<file path="config.mk">
export PLATFORM = sky130hd
export DESIGN_NAME = multi_flex_counter
export DESIGN_NICKNAME = d
export VERILOG_FILES = /design/src/rtl/multi_flex_counter.sv
export SDC_FILE = /design/constraint.sdc
export NUM_CORES = 1
export LEC_CHECK = 0
export ABC_AREA = 1
export BUFFER_PORTS_ARGS = -buffer_cell sky130_fd_sc_hd__buf_4
export CORE_AREA = 2 2 135 137
export CTS_BUF_LIST = sky130_fd_sc_hd__clkbuf_8
export DETAILED_ROUTE_END_ITERATION = 8
export DIE_AREA = 0 0 137 139
export HOLD_SLACK_MARGIN = 0.12
export SLEW_MARGIN = 20
export SYNTH_ARGS = -nofsm -noshare
export SYNTH_HDL_FRONTEND = slang
export SYNTH_SLANG_ARGS = --single-unit
</file>
<file path="constraint.sdc">
create_clock -name clk -period 3.8 [get_ports clk]
set_input_delay 0.19 -clock clk [delete_from_list [all_inputs] [get_ports clk]]
set_output_delay 0.19 -clock clk [all_outputs]
set_load 0.01 [all_outputs]
</file>
<file path="src/rtl/multi_flex_counter.sv">
// NUM_CHANNELS independent up-counters with per-channel rollover, load, one-shot
// saturation and optional cascade from the next-lower channel (single-cycle ripple).
module multi_flex_counter #(
    parameter int NUM_CNT_BITS = 8,
    parameter int NUM_CHANNELS = 4
) (
    input  logic                             clk,
    input  logic                             rst,
    input  logic [NUM_CHANNELS-1:0]              clear,
    input  logic [NUM_CHANNELS-1:0]              count_enable,
    input  logic [NUM_CHANNELS-1:0]              load,
    input  logic [NUM_CHANNELS*NUM_CNT_BITS-1:0] load_val,
    input  logic [NUM_CHANNELS*NUM_CNT_BITS-1:0] rollover_val,
    input  logic [NUM_CHANNELS-1:0]              one_shot,
    input  logic [NUM_CHANNELS-1:0]              cascade_en,
    output logic [NUM_CHANNELS*NUM_CNT_BITS-1:0] count_out,
    output logic [NUM_CHANNELS-1:0]              rollover_flag,
    output logic [NUM_CHANNELS-1:0]              wrap_pulse,
    output logic [NUM_CHANNELS-1:0]              done
);

    localparam int W = NUM_CNT_BITS;
    localparam int N = NUM_CHANNELS;
    localparam logic [W-1:0] ONE = W'(1);

    logic [N*W-1:0] count_q, count_d;
    logic [N-1:0]   rollover_flag_q, rollover_flag_d;
    logic [N-1:0]   wrap_pulse_q, wrap_pulse_d;
    logic [N-1:0]   done_q, done_d;
    logic [N-1:0]   eff_en;
    logic [N-1:0]   wrap_ev;
    logic [W-1:0]   cur;
    logic [W-1:0]   nxt;
    logic [W-1:0]   rv;
    logic           prev_wrap;

    // Channels are evaluated low to high so a cascade sees the lower channel's
    // wrap decision from this same cycle.
    always_comb begin
        count_d         = count_q;
        rollover_flag_d = '0;
        done_d          = '0;
        wrap_pulse_d    = '0;
        wrap_ev         = '0;
        eff_en          = '0;
        cur             = '0;
        nxt             = '0;
        rv              = '0;
        prev_wrap       = 1'b0;
        for (int i = 0; i < N; i++) begin
            cur       = count_q[i*W +: W];
            rv        = rollover_val[i*W +: W];
            eff_en[i] = count_enable[i] & ((i == 0) | ~cascade_en[i] | prev_wrap);
            nxt       = cur;
            if (clear[i]) begin
                nxt = '0;
            end else if (load[i]) begin
                nxt = load_val[i*W +: W];
            end else if (eff_en[i] && (rv != '0)) begin
                if (cur < rv) begin
                    nxt = cur + ONE;
                end else if (!one_shot[i]) begin
                    nxt        = ONE;
                    wrap_ev[i] = 1'b1;
                end
            end
            count_d[i*W +: W]  = nxt;
            rollover_flag_d[i] = (nxt == rv) && (rv != '0);
            done_d[i]          = one_shot[i] && (rv != '0) && (nxt >= rv);
            prev_wrap          = wrap_ev[i];
        end
        wrap_pulse_d = wrap_ev;
    end

    genvar gi;
    generate
        for (gi = 0; gi < N; gi++) begin : g_chan
            always_ff @(posedge clk or posedge rst) begin
                if (rst) begin
                    count_q[gi*W +: W]  <= '0;
                    rollover_flag_q[gi] <= 1'b0;
                    wrap_pulse_q[gi]    <= 1'b0;
                    done_q[gi]          <= 1'b0;
                end else begin
                    count_q[gi*W +: W]  <= count_d[gi*W +: W];
                    rollover_flag_q[gi] <= rollover_flag_d[gi];
                    wrap_pulse_q[gi]    <= wrap_pulse_d[gi];
                    done_q[gi]          <= done_d[gi];
                end
            end
        end
    endgenerate

    assign count_out     = count_q;
    assign rollover_flag = rollover_flag_q;
    assign wrap_pulse    = wrap_pulse_q;
    assign done          = done_q;

endmodule

</file>
## Word level (Yosys, flattened, before mapping)

Index checks and enable logic that the tools add are counted.

- Register bits: 44
- Input bits: 86
- Output and inout port bits: 44

- $add $sub $neg: 4
- Order comparisons: 8
- Equal/unequal tests: 4
- Muxes and demuxes: 40
- Bitwise logic cells: 9
- Reduce and logical (&&, ||, !) cells: 20

Operator list:

| kind | count |
|---|---|
| 2-to-1 mux 8 bit | 20 |
| adder 8 x 1 -> 8 bit (second input constant) | 4 |
| == test 8 bit | 4 |
| greater-or-equal comparator 8 bit | 4 |
| < comparator 8 bit | 4 |
| nonzero test 8 bit | 4 |
| 2-to-1 mux 1 bit | 20 |
| logical AND 1 bit | 16 |
| AND 1 bit | 3 |
| NOT 1 bit | 3 |
| bitwise OR 1 bit | 3 |

## Depth between registers and ports, before layout

- Depth in word-level cells: 25
- Depth in mapped cells: 26

## Worst setup path after synthesis

Ideal clock, no wire load.

- Path kind: register -> register
- Start: reg count_q[5] (netlist: count_out[5])
- End: reg done_q[2] (netlist: done[2])
- Library setup time: 86 ps
- Arrival time: 2,706 ps
- Required time: 3,714 ps
- Path slack: 1,008 ps
- Stages on the path, launching flop included: 21
- Path buffers: 0
- Period minus slack after synthesis: 2,792 ps
- Cell sequence: dfrtp_1 ha_1 a21oi_1 nor2_1 nor3_1 nand2_2 nand2_2 nand2_4 nand4_4 nand2_4 nand2_2 nor2_1 nand2_1 nand2_1 nor2_1 nor2_1 ha_1 inv_1 nor4_1 nor3_1 nor3_1

- Word-level cells in the longest chain between the ends: 19

RTL lines:

| what | line | RTL |
|---|---|---|
| start, declared | 26 | `logic [N*W-1:0] count_q, count_d;` |
| start signal, assigned by index | 85 | `count_q[gi*W +: W] <= count_d[gi*W +: W];` |
| < comparator 8 bit | 60 | `if (cur < rv) begin` |
| 2-to-1 mux 1 bit | 60 |  |
| 2-to-1 mux 1 bit | 59 | `end else if (eff_en[i] && (rv != '0)) begin` |
| 2-to-1 mux 1 bit | 57 | `end else if (load[i]) begin` |
| 2-to-1 mux 1 bit | 55 | `if (clear[i]) begin` |
| bitwise OR 1 bit | 53 | `eff_en[i] = count_enable[i] & ((i == 0) \| ~cascade_en[i] \| prev_wrap);` |
| AND 1 bit | 53 |  |
| logical AND 1 bit | 59 |  |
| (+5 left out) | n/a |  |
| logical AND 1 bit | 59 |  |
| 2-to-1 mux 8 bit | 59 |  |
| 2-to-1 mux 8 bit | 57 |  |
| 2-to-1 mux 8 bit | 55 |  |
| net count_d[17] | 26 |  |
| greater-or-equal comparator 8 bit | 69 | `done_d[i] = one_shot[i] && (rv != '0) && (nxt >= rv);` |
| logical AND 1 bit | 69 |  |
| net done_d[2] | 29 | `logic [N-1:0] done_q, done_d;` |
| end signal, assigned by index | 88 | `done_q[gi] <= done_d[gi];` |
| end, declared | 29 |  |

The timed path passes the listed nets, and every way through them passes these cells.

## Worst setup path in the final report

- Start: reg count_q[17] (netlist: count_out[17])
- End: reg done_q[3] (netlist: done[3])

- Word-level cells in the longest chain between the ends: 13

RTL lines:

| what | line |
|---|---|
| < comparator 8 bit | 60 |
| 2-to-1 mux 1 bit | 60 |
| 2-to-1 mux 1 bit | 59 |
| 2-to-1 mux 1 bit | 57 |
| 2-to-1 mux 1 bit | 55 |
| bitwise OR 1 bit | 53 |
| AND 1 bit | 53 |
| logical AND 1 bit | 59 |
| 2-to-1 mux 8 bit | 59 |
| 2-to-1 mux 8 bit | 57 |
| 2-to-1 mux 8 bit | 55 |
| net count_d[31] | 26 |
| greater-or-equal comparator 8 bit | 69 |
| logical AND 1 bit | 69 |
| net done_d[3] | 29 |

The timed path passes the listed nets, and every way through them passes these cells.

==> run summary <==
The flow ran to the end, and the final reports show no timing, DRC or antenna violations. Static timing analysis puts the maximum clock frequency at 297.9 MHz. The share of the clock period used by the worst path after layout is 0.8835, and the vertical die dimension is 139 µm. The pre-antenna-repair detailed-routing pass consisted of 4 iterations. For the synthesized area, the log shows 4355 µm². The startpoint of the worst hold path is one_shot[1].

Maximum number of pins on one net before global-route repair: 45. STA classifies the critical path endpoint as a flip-flop. The sum of buffers and inverters on the critical path was 2. For this run, the slowest stage of the critical path takes 0.44 ns.

Among all flip-flop cells after synthesis, the most frequent one is dfrtp_1. STA puts the critical path data required time at 4.05 ns. Yosys attributes the largest share of cell area to dfrtp_1 25%, ha_1 18%, nand2_1 9.7%, inv_1 9.0%, o21ai_0 5.7%.

The post-layout minimum cycle time works out to 3.357 ns. TritonCTS built the clock tree. The tightest min-delay check is of the primary input to flip-flop type.

The worst hold path passes through 3 cells. The average instance in the mapped netlist occupies 6.946 µm². The routed via count was 4531; the die span in x was 137 µm. Clock latency on the worst-skew pair, taken at its later pin, is 0.32 ns.

Setup repair after global routing left no endpoint under its margin. For the post-cts repair resize count, the log shows 0. Setup violations remaining at the end of the flow were counted as 0. Data arrives at the worst endpoint at 3.61 ns. The slew of the pin with the lowest slew margin came out at 0.8548 ns. The count of pins over their slew limit is 0, and the tightest hold margin is 0.1513 ns. The clock arrives with 0.01388 ns of skew.

The design draws 1.427 mW. The number of vias per cell after detailed routing is 4.549. In the routed design, unresolved DRC markers number 0. The number of clock buffers inserted by TritonCTS was 5.

STA classifies the critical path startpoint as a flip-flop. The routability congestion estimate is 0.8520, and the post-synthesis cell count is 627. The proportion of layout cells with a drive suffix above 1 is 0.2256, and the relative max-transition margin is 0.4295. The max capacitance violation total was 0. The tools report the count of pins on the block boundary as 130. In this run, the number of DRC markers left after iteration 0 of detailed routing was 236.

Total of warnings raised by yosys: 0. The run gives 0 ns as the final sum of negative setup slack. Clock tree synthesis selected as its root buffer the cell clkbuf_8.

Counting cells, the worst reg-to-reg path comes to 23. The diode insertion count for antenna repair was 0; the total congestion overflow was 0. The wire length per cell is 13.11 µm, and the area overhead of the layout relative to synthesis is 32.63%. Among the stages of the critical path, the cell type that occurs most often is nand2_1. Detailed placement ended at an HPWL of 10.78 mm.

The run gives 0 as the number of hold-slack violations in the final timing report. The worst-case hold path end point was done[1]$_DFF_PP0_. Effective utilization at floorplan: 0.2467.

VDD sags by at most 110.6 µV. The die covers 19040 µm². The worst register-to-register path ends at done[3]$_DFF_PP0_.

The sequential fraction of the synthesis area was 0.2528. The initial antenna violation count came out at 0. OpenSTA, run right after detailed placement, puts the worst setup slack at 0.4854 ns. The final layout contains routed wiring with a total length of 13.05 mm. Clock-pin slew was measured on the worst setup and hold paths at 0.10 ns.

In this run the worst path has a maximum fanout of 12. For the number of hold buffers added after CTS, the log shows 5. The clock net in this run drives a total of 44 sinks.

For the number of distinct standard cells referenced by the synthesized netlist, the log shows 42. Across all setup checks in the final design, the least slack found is 0.4428 ns. Critical-path cell with the highest stage delay: dfrtp_1. Number of rows created at floorplan: 49. Type of the worst setup path: flip-flop to flip-flop.

The number of nets still failing antenna checks after routing is 0. In this run the critical register-to-register path is launched from count_out[17]$_DFF_PP0_. The number of enable-type register cells in the synthesized netlist came out at 0.

The aggregate global-route resource usage came out at 0.1377. The count of nets after finishing is 916, and the power density over the cells is 247.0 nW/µm². The final design utilization was 0.3272; the flip-flop and latch count after synthesis was 44.

Reg-to-reg setup timing slack: 0.44 ns. The run gives 17660 µm² as the area of the core. The number of global-route vias before repair was 4247.

The total of buffers placed on input and output ports came out at 128. The cell family contributing the most delay on the critical path is simple AND/OR/NAND/NOR gates. The H-tree was split into 2 levels. The buffer levels on the longest clock path was 2.

Synthesis produced a netlist with a net count of 777. Static power due to leakage: 3.139 nW. Walking the worst path, the cells encountered are ha_1 -> o21ai_1 -> nand2_1 -> nand3_1 -> nand2_1 -> nand4_1 -> nand2_2 -> nand2_1 -> nor2_1 -> nand3_4 -> nand2_4 -> nand2_1 -> nand2_1 -> nand3_1 -> nand2_1 -> inv_1 -> ha_1 -> nand2_1 -> nor2_1 -> nand4_1 -> o2111ai_1 -> nand3_1 -> inv_1. The cell taking the most area after synthesis is dfrtp_1.

The first global-routing pass estimated 21.19 mm of wire. The share of flip-flops with an asynchronous set or reset after synthesis was 1.000; the total setup buffers inserted after CTS was 0. The portion of synthesized cell area occupied by the leading cell type works out to 0.2528.
final cells by class:
cell class | instances | area [µm²]
Clock buffer | 5 | 68.82
Clock inverter | 3 | 42.54
Fill cell | 1971 | 11880
Inverter | 116 | 436.7
Multi-Input combinational cell | 460 | 2783
Sequential cell | 44 | 1101
Tap cell | 229 | 286.5
Timing Repair Buffer | 139 | 1059
layout by cell type, fill, tap and decap left out, types with 11 or more instances in the layout:
cell type    n
ha_1        64
dfrtp_1     44
nand4_1     13
o21ai_0     50
buf_4      133
a21oi_1     47
nor3_1      11
inv_2       12
nand3_1     37
nor2_1      56
inv_1      103
nand2_1    112
worst max-delay path by stage:
| stage | to | depth (start not counted) | slack, ns | startpoint |
|---|---|---|---|---|
| 6_report | done[3]$_DFF_PP0_ | 23 | 0.44 | count_out[17]$_DFF_PP0_ |
| 5_1_grt | done[3]$_DFF_PP0_ | 23 | 0.05 | count_out[17]$_DFF_PP0_ |
| 4_1_cts | done[3]$_DFF_PP0_ | 23 | 0.43 | count_out[17]$_DFF_PP0_ |
| 3_5_place_dp | done[3]$_DFF_PP0_ | 23 | 0.49 | count_out[17]$_DFF_PP0_ |
| 3_3_place_gp | done[3]$_DFF_PP0_ | 23 | 0.54 | count_out[11]$_DFF_PP0_ |
| 2_1_floorplan | done[2]$_DFF_PP0_ | 20 | 1.01 | count_out[5]$_DFF_PP0_ |
logic make-up after synthesis:
group / count (synthesis) / synth area share
AND/OR/NAND/NOR: 257 / 0.2723
AO/OA/AOI/OAI: 132 / 0.1686
buffers and inverters: 123 / 0.1083
adder cells (fa/ha/maj): 64 / 0.1839
flip-flops: 44 / 0.2528
XOR/XNOR: 7 / 0.01408
through the flow:
stage | cells | area, µm²
after floorplan | 627 | 4355
after global placement | 982 | 5604
after detailed placement | 982 | 5604
after CTS | 995 | 5766
after global routing | 996 | 5777
final | 996 | 5777
sequential cells by signal, summed over array words and instances (netlist names):
register       flops
rollover_flag      4
cur                8
wrap_pulse         4
count_out         24
done               4
where the power goes:
part | internal (mW) | switching, mW
sequential | 0.496 | 0.0411
clock | 0.195 | 0.189
combinational | 0.224 | 0.281
synthesized netlist by cell type, types with 2 or more instances:
cell       number
a21oi_1        47
a21oi_2         2
a31oi_1         9
buf_2           2
clkbuf_1        4
dfrtp_1        44
ha_1           64
inv_1         104
inv_2          12
nand2_1       112
nand2_2         6
nand2_4         4
nand3_1        37
nand4_1        13
nor2_1         56
nor3_1         11
nor4_1          7
o2111ai_1       2
o211ai_1        4
o21a_1          3
o21ai_0        50
o21ai_1         5
o21bai_1        4
or2_1           2
xor2_1          6
worst reg2reg max path: cells and delay by family, from the launching register on:
kind / cells / cell delay, ns
adders and majority gates: 2 / 0.57
and+or+nand+nor: 17 / 1.98
buffers and inverters: 2 / 0.11
AOI/OAI and AO/OA: 2 / 0.18
DFF: 1 / 0.44
layer usage:
metal,track usage,vias to the layer above,share of wire
met5,0,-,0
met4,0.03473,0,0.013
met3,0.02522,14,0.048
met2,0.2186,106,0.46
met1,0.1915,2044,0.48
li1,-,2367,-
Note: power is estimated with default switching activity, not from simulation.
